$ cat src/rtl/sprite_blit_loader.sv
// Streams one sprite out of a character ROM into a frame-buffer write port,
// one pixel per cycle, optionally skipping a key colour.
module sprite_blit_loader #(
  parameter int CHAR_ID_WIDTH = 4,
  parameter int DATA_WIDTH = 12,
  parameter int X_WIDTH = 5,
  parameter int Y_WIDTH = 5,
  parameter int ROM_LATENCY = 1,
  parameter bit TRANSPARENT_EN = 1'b1,
  parameter logic [DATA_WIDTH-1:0] TRANSPARENT_COLOR = 12'hF0F,
  localparam int CHAR_ADDR_SIZE = X_WIDTH + Y_WIDTH
) (
  input  logic                                   clock,
  input  logic                                   reset,
  input  logic                                   start,
  input  logic [CHAR_ID_WIDTH-1:0]               character_id,
  input  logic [X_WIDTH-1:0]                     x,
  input  logic [Y_WIDTH-1:0]                     y,
  output logic [CHAR_ID_WIDTH+CHAR_ADDR_SIZE-1:0] rom_addr,
  input  logic [DATA_WIDTH-1:0]                  rom_data,
  output logic                                   wr_en,
  output logic [CHAR_ADDR_SIZE-1:0]              wr_addr,
  output logic [DATA_WIDTH-1:0]                  wr_data,
  output logic [X_WIDTH-1:0]                     x_out,
  output logic [Y_WIDTH-1:0]                     y_out,
  output logic                                   busy,
  output logic                                   done
);

  localparam logic [1:0] IDLE  = 2'd0;
  localparam logic [1:0] FETCH = 2'd1;
  localparam logic [1:0] DRAIN = 2'd2;

  localparam logic [CHAR_ADDR_SIZE-1:0] LAST_PIXEL = '1;
  localparam logic [2:0] DRAIN_LAST = 3'(ROM_LATENCY);

  logic [1:0]                state;
  logic [CHAR_ID_WIDTH-1:0]  id_q;
  logic [CHAR_ADDR_SIZE-1:0] counter;
  logic [2:0]                drain_cnt;
  logic [ROM_LATENCY-1:0]    pipe_vld;
  logic [CHAR_ADDR_SIZE-1:0] pipe_off [ROM_LATENCY];

  // Concatenation of two registers is id*CHAR_SIZE + counter without an adder.
  assign rom_addr = {id_q, counter};
  assign busy     = (state != IDLE);

  always_ff @(posedge clock) begin
    if (reset) begin
      state     <= IDLE;
      id_q      <= '0;
      counter   <= '0;
      drain_cnt <= '0;
      x_out     <= '0;
      y_out     <= '0;
      done      <= 1'b0;
    end else begin
      done <= 1'b0;
      case (state)
        IDLE: begin
          if (start) begin
            state   <= FETCH;
            id_q    <= character_id;
            x_out   <= x;
            y_out   <= y;
            counter <= '0;
          end
        end
        FETCH: begin
          counter <= counter + 1'b1;
          if (counter == LAST_PIXEL) begin
            state     <= DRAIN;
            drain_cnt <= '0;
          end
        end
        DRAIN: begin
          // Hold long enough for the last issued address to reach the write port.
          drain_cnt <= drain_cnt + 1'b1;
          if (drain_cnt == DRAIN_LAST) begin
            state <= IDLE;
            done  <= 1'b1;
          end
        end
        default: state <= IDLE;
      endcase
    end
  end

  always_ff @(posedge clock) begin
    if (reset) begin
      pipe_vld <= '0;
      for (int i = 0; i < ROM_LATENCY; i++) pipe_off[i] <= '0;
      wr_en   <= 1'b0;
      wr_addr <= '0;
      wr_data <= '0;
    end else begin
      pipe_vld[0] <= (state == FETCH);
      pipe_off[0] <= counter;
      for (int i = 1; i < ROM_LATENCY; i++) begin
        pipe_vld[i] <= pipe_vld[i-1];
        pipe_off[i] <= pipe_off[i-1];
      end
      // Skipped pixels still move the address/data so the sequence stays visible.
      wr_en <= pipe_vld[ROM_LATENCY-1] &&
               !(TRANSPARENT_EN && (rom_data == TRANSPARENT_COLOR));
      if (pipe_vld[ROM_LATENCY-1]) begin
        wr_addr <= pipe_off[ROM_LATENCY-1];
        wr_data <= rom_data;
      end
    end
  end

endmodule

$ cat config.mk
export PLATFORM = sky130hd
export DESIGN_NAME = sprite_blit_loader
export DESIGN_NICKNAME = d
export VERILOG_FILES = /design/src/rtl/sprite_blit_loader.sv
export SDC_FILE = /design/constraint.sdc
export NUM_CORES = 1
export LEC_CHECK = 0
export CORE_UTILIZATION = 45
export DETAILED_ROUTE_END_ITERATION = 6
export PLACE_DENSITY = 0.78
export RECOVER_POWER = 25
export SYNTH_ARGS = -nofsm -noshare
export SYNTH_HDL_FRONTEND = slang
export SYNTH_SLANG_ARGS = --single-unit
$ cat constraint.sdc
create_clock -name clock -period 2 [get_ports clock]
set_clock_uncertainty 0.05 [all_clocks]
set_input_delay 0.2 -clock clock [delete_from_list [all_inputs] [get_ports clock]]
set_output_delay 0.2 -clock clock [all_outputs]
set_load 0.01 [all_outputs]
==> reports/results.ini, run 1 <==
[grt]
grt_pass1_vias = 1764
grt_max_degree = 36
track_usage_pct = 18.23
grt_pass1_wl_um = 7659
antenna_found_initial = 0
grt.overflow.total = 0

[min_path]
hold_path_class = input port to flip-flop

[floorplanning]
placementRows = 26
design.die.area_um2 = 5640
die_h_um = 75.10
die_w_um = 75.10
core_area_um2 = 5140
start_util_pct = 46.79
pin_count = 78

[worst_setup_path]
arrival_ns = 1.52
path_cells = or2_2, clkdlybuf4s50_1
crit_slowest_cell = clkdlybuf4s50_1
crit_type = flip-flop to primary output
required_ns = 1.75
critPathTopFamily = buffers and inverters
start_kind = flip-flop
cp-end-kind = primary output
path_max_fanout = 8
crit_buf_inv = 1
critPathMaxStageDelay_ns = 0.52

[sta]
fmax_mhz = 563.9
hold_violations = 0
final.min_clock_period_ns = 1.773
final_max_slew_viol_count = 0
tns_ns = 0
tightest_slew_ns = 1.485
fin_crit_sh_pct = 88.67
setup_viol = 0
relSlewSlack_pct = 1.019
rsz0062_at_grt = no

[detailed_routing]
viasPerCell = 4.917
first_iter_violations = 105
route.vias.total = 2011
drc_errors = 0
ant_nets = 0
wl_um = 5018
wl_per_cell_um = 12.27
dr.pass1.iters = 4

[clocking]
clockBufferDepth = 2
cts_setup_buffers = 0
cts_resized = 0
clock_latency_ns = 0.34
cts_hold_buffers = 0
htreeDepth = 3
cts.sinks = 64
cts_root_buf = clkbuf_8
clk_pin_slew_worst_paths_ns = 0.07
cts_tree = yes
cts_buffers = 9

[synth]
ys_seq_area_share_pct = 53.28
synth_cells = 252
yosysWarnings = 0
synth_area_per_cell_um2 = 9.543
synth_area_um2 = 2405
ys_types = 39
synth_fp_nets = 284
ys_seq_elements = 64

[pwr]
fin_total_pwr_uw = 2576
peakVddDrop_v = 0.0004904
leakagePower_uw = 0.001242
power.density_nw_per_um2 = 749.7

[finish]
layout-drive-gt1-share_pct = 9.145
fin_nets = 366
antenna_cells = 0
area_growth_pct = 42.87
register_area_um2 = 1281
multi_input_area_um2 = 1023
nFillCells = 454

[placed_design]
portBuffers = 77
gp_congestion = 0.7293
dp_hpwl_um = 3460

[job]
max_cap_violations = 0

[outcome]
outcome = finished, final reports clean

worst reg2reg max path, delay by kind of cell, from the launching register on:
kind | cells | cell delay (ns)
DFF | 1 | 0.34
and+or+nand+nor | 2 | 0.79
adders and majority gates | 1 | 0.24
AOI/OAI and AO/OA | 1 | 0.14
cell usage after synthesis:
| library cell | instances | area [µm²] |
|---|---|---|
| nor4_1 | 3 | 18.77 |
| ha_1 | 3 | 37.54 |
| nand3b_1 | 1 | 7.510 |
| a21o_1 | 1 | 7.510 |
| nor3b_2 | 1 | 12.51 |
| xor2_1 | 1 | 8.760 |
| nand4b_1 | 2 | 17.52 |
| o211a_1 | 1 | 10.01 |
| buf_6 | 1 | 11.26 |
| nand2_1 | 32 | 120.1 |
| nor4b_1 | 1 | 8.760 |
| nor2_1 | 29 | 108.9 |
| or4_1 | 5 | 37.54 |
| o211ai_1 | 2 | 15.01 |
| xnor2_1 | 1 | 8.760 |
| o21bai_1 | 1 | 7.510 |
| nand3_1 | 6 | 30.03 |
| a31oi_1 | 2 | 12.51 |
| mux2i_1 | 23 | 230.2 |
| and2b_4 | 1 | 10.01 |
| o21ai_0 | 2 | 10.01 |
| o311a_1 | 1 | 10.01 |
| a211oi_1 | 2 | 15.01 |
| dfxtp_1 | 64 | 1281 |
| a21oi_1 | 20 | 100.1 |
| or2_2 | 1 | 6.260 |
| nand2b_4 | 1 | 13.76 |
| buf_1 | 3 | 11.26 |
| nor3_1 | 4 | 20.02 |
| buf_2 | 8 | 40.04 |
| nor2b_1 | 9 | 56.30 |
| or3b_1 | 1 | 8.760 |
| clkbuf_1 | 5 | 18.77 |
| o311ai_1 | 2 | 17.52 |
| inv_1 | 5 | 18.77 |
| a2111oi_0 | 1 | 8.760 |
| mux2_1 | 1 | 11.26 |
| a41oi_1 | 2 | 17.52 |
| nand4_1 | 3 | 18.77 |
placed cells by master (no fill, tap or decap), drive strengths merged, types with 4 or more instances in the layout:
master and n:
dfxtp 64, nand2 32, or4 5, inv 5
clkbuf 13, nor3 4, mux2i 23, nor2 29
clkdlybuf4s50 76, a21oi 20, nand3 6, buf 9
nor2b 9
kinds of logic after synthesis:
family,Yosys count,share of synthesized area (%)
and+or+nand+nor,100,20.60
DFF,64,53.28
AOI/OAI and AO/OA,37,9.626
muxes,24,10.04
buffers and inverters,22,4.162
adders and majority gates,3,1.561
xor gates and xnor gates,2,0.7285
routing by layer:
metal	part of all wire [%]	routed length [µm]	GRT usage [%]
met5	0	0	0
met4	1.3	67	6.918
met3	7.1	355	8.300
met2	47	2358	29.23
met1	45	2236	21.38
worst paths after layout:
path	start	endpoint	slack [ns]	depth (start not counted)
setup / recovery	state[0]	busy	0.23	2
hold / removal	y[2]	y_out[2]	0.36	3
setup reg to reg	counter[0]	drain_cnt[1]	0.25	4
hold reg to reg	y_out[0]	y_out[0]	0.41	2
stage by stage:
step	instance area (µm²)	utilization [%]	std cells	setup WS, ns	hold WS, ns
final	3436	66.85	409	0.2266	0.3550
after global routing	3436	66.85	409	0.07920	0.3557
after CTS	3442	66.97	409	0.2142	0.3117
after detailed placement	3259	63.41	393	0.3087	0.3963
after global placement	3259	63.41	393	0.3452	0.3908
after floorplan	2405	-	252	0.3725	0.2860
power breakdown:
group          internal [µW]  leakage (µW)  switching [µW]
Clock                    484     0.0000845             498
Combinational            149      0.000638             119
Sequential              1310      0.000520            18.4
final cells by class:
| type | instances | area share, % |
|---|---|---|
| flip-flops and latches | 64 | 37.29 |
| multi-input cells | 166 | 29.79 |
| repair buffers | 88 | 24.51 |
| clock buffers | 10 | 4.006 |
| well taps | 70 | 2.549 |
| clock inverters | 6 | 1.311 |
| inverters | 5 | 0.5462 |
registers in the layout, summed over array words and instances, names as in the netlist:
register and count:
wr_addr 10, pipe_off 10, counter 10, id_q 4, y_out 5, drain_cnt 3
wr_data 12, x_out 5, done 1, state 2, wr_en 1, pipe_vld 1
(Power assumes the default switching activity.)
==> run 2, diff against run 1 <==
--- a/config.mk
+++ b/config.mk
@@ -5,9 +5,9 @@
 export SDC_FILE = /design/constraint.sdc
 export NUM_CORES = 1
 export LEC_CHECK = 0
-export CORE_UTILIZATION = 45
+export CORE_UTILIZATION = 41
 export DETAILED_ROUTE_END_ITERATION = 6
-export PLACE_DENSITY = 0.78
+export PLACE_DENSITY = 0.75
 export RECOVER_POWER = 25
 export SYNTH_ARGS = -nofsm -noshare
 export SYNTH_HDL_FRONTEND = slang
==> constraint.sdc (replaced) <==
create_clock -name clock -period 1.6 [get_ports clock]
set_clock_uncertainty 0.05 [all_clocks]
set_input_delay 0.16 -clock clock [delete_from_list [all_inputs] [get_ports clock]]
set_output_delay 0.16 -clock clock [all_outputs]
set_load 0.01 [all_outputs]
==> reports/results.ini, run 2 (synthesis gave the netlist of run 1 again) <==
[floorplanning]
placementRows = 27  ; +3.8%
start_util_pct = 43.14  ; -3.6 points
die_h_um = 78.59  ; +4.6%
core_area_um2 = 5574  ; +8.4%
pin_count = 78  ; unchanged
die_w_um = 78.59  ; +4.6%
design.die.area_um2 = 6176  ; +9.5%

[worst_setup_path]
reg2reg_from = counter[1]
r2r-end = counter[8]
setup.worst_path.end = rom_addr[1]
start_kind = flip-flop
path_max_fanout = 6  ; -2
cp-end-kind = primary output
arrival_ns = 1.35  ; -0.17 ns
crit_type = flip-flop to primary output
critPathLaunch = counter[1]
required_ns = 1.39  ; -0.36 ns
r2r_slack_ns = 0.08  ; -0.17 ns
r2r_cells = 5  ; +1

[finish]
layout-drive-gt1-share_pct = 12.64  ; +3.5 points
fin_nets = 376  ; +2.7%
nFillCells = 493  ; +8.6%
antenna_cells = 0  ; unchanged
layout_common_cells = clkdlybuf4s50_1 (70), dfxtp_1 (61), nand2_1 (32)
area_growth_pct = 46.05
largest_reg_flops = 12  ; unchanged
final_common_cell = clkdlybuf4s50_1
regMostFlops = wr_data

[placed_design]
gp_congestion = 0.7764  ; +6.5%
dp_hpwl_um = 3647  ; +5.4%
portBuffers = 77  ; unchanged

[pwr]
fin_total_pwr_uw = 3212  ; +25%
power.density_nw_per_um2 = 914.6  ; +22%
peakVddDrop_v = 0.0005352  ; +9.2%
leakagePower_uw = 0.001367  ; +10%

[grt]
grt_pass1_wl_um = 8583  ; +12%
grt_max_degree = 28  ; -22%
grt.overflow.total = 0  ; unchanged
antenna_found_initial = 0  ; unchanged
grt_pass1_vias = 1854  ; +5.1%
track_usage_pct = 18.55  ; +0.32 points

[sta]
hold_violations = 0  ; unchanged
tns_ns = 0  ; unchanged
final.min_clock_period_ns = 1.558
tightest_slew_ns = 1.169  ; -0.3160 ns
setup_viol = 0  ; unchanged
fin_crit_sh_pct = 97.39
fmax_mhz = 641.8
final_max_slew_viol_count = 0  ; unchanged
hold_slack_ns = 0.3112  ; -0.04387 ns
relSlewSlack_pct = 22.09  ; +21 points

[detailed_routing]
viasPerCell = 4.919  ; about the same
first_iter_violations = 128  ; +22%
dr.pass1.iters = 4  ; unchanged
wl_um = 5326  ; +6.1%
ant_nets = 0  ; unchanged
route.vias.total = 2066  ; +2.7%
drc_errors = 0  ; unchanged
wl_per_cell_um = 12.68  ; +3.4%

[clocking]
cts.sinks = 64  ; unchanged
clock_latency_ns = 0.34  ; about the same
clockBufferDepth = 2  ; unchanged
cts_tree = yes
htreeDepth = 3  ; unchanged
clk_pin_slew_worst_paths_ns = 0.07  ; about the same
cts_buffers = 9  ; unchanged
cts_root_buf = clkbuf_8

[min_path]
hold_path_class = input port to flip-flop

[job]
max_cap_violations = 0  ; unchanged

[outcome]
outcome = finished, final reports clean

## run 2: changes by cell type in the layout (fill, tap and decap cells not counted), moves of 2 or more
cell,previous run,this run
buf_4,9,18
clkdlybuf4s50_1,76,70
clkinv_2,1,4
clkinvlp_4,3,0
dfxtp_1,64,61
dfxtp_2,0,3
dlygate4sd2_1,0,3
dlymetal6s2s_1,0,3
clkinv_4,2,0
## run 2: worst min path at each step
| stage | startpoint | to | cells after the start |
|---|---|---|---|
| 3_3_place_gp | x_out[2] | x_out[2] | 2 |
| 5_1_grt | y[0] | y_out[0] | 3 |
| 4_1_cts | reset | wr_addr[4] | 2 |
| 3_5_place_dp | x_out[2] | x_out[2] | 2 |
| 2_1_floorplan | character_id[0] | id_q[0] | 2 |
| 6_report | character_id[2] | id_q[2] | 3 |
## run 2: where the power goes
group / internal, µW / leakage [µW] / total, µW / switching (µW)
registers: 1640 / 0.000521 / 1660 / 22.3
logic: 189 / 0.000752 / 341 / 152
clock network: 627 / 0.0000947 / 1210 / 586
## run 2: worst max-delay path: stages (launching register included)
cell and delay, ns:
dfxtp_2 0.34, buf_4 0.14, clkdlybuf4s50_1 0.53
## run 2: area by class of cell
cell class	instances	area [µm²]	share of cell area (%)
Clock buffer	11	151.4	4.311
Inverter	5	18.77	0.5344
Timing Repair Buffer	98	920.9	26.22
Multi-Input combinational cell	166	1026	29.21
Tap cell	72	90.09	2.565
Sequential cell	64	1285	36.59
Clock inverter	4	20.02	0.5700
## run 2: repair_timing
| item | CTS | global route |
|---|---|---|
| cloned | 0 | 0 |
| endpoints found under the hold margin | 0 | 0 |
| endpoints found under the setup margin | 6 | 6 |
| hold buffers | 0 | 0 |
| buffers inserted | 0 | 1 |
| pin swaps | 1 | 0 |
| gates resized for setup | 5 | 3 |
## run 2: per-layer routing
layer	global-route usage, %	part of all wire, %
met4	10.93	2.3
met2	27.04	45
met1	22.69	46
met3	7.674	6.1
met5	0	0
## run 2: per-stage QoR
stage	area, µm²	setup WS [ns]	util, %	instances
detailed placement	3347	0.009104	60.04	404
global route	3512	-0.01535	63.01	420
finish	3512	0.04178	63.01	420
floorplan	2410	0.07555	-	252
global placement	3347	0.06401	60.04	404
CTS	3517	0.002807	63.10	419
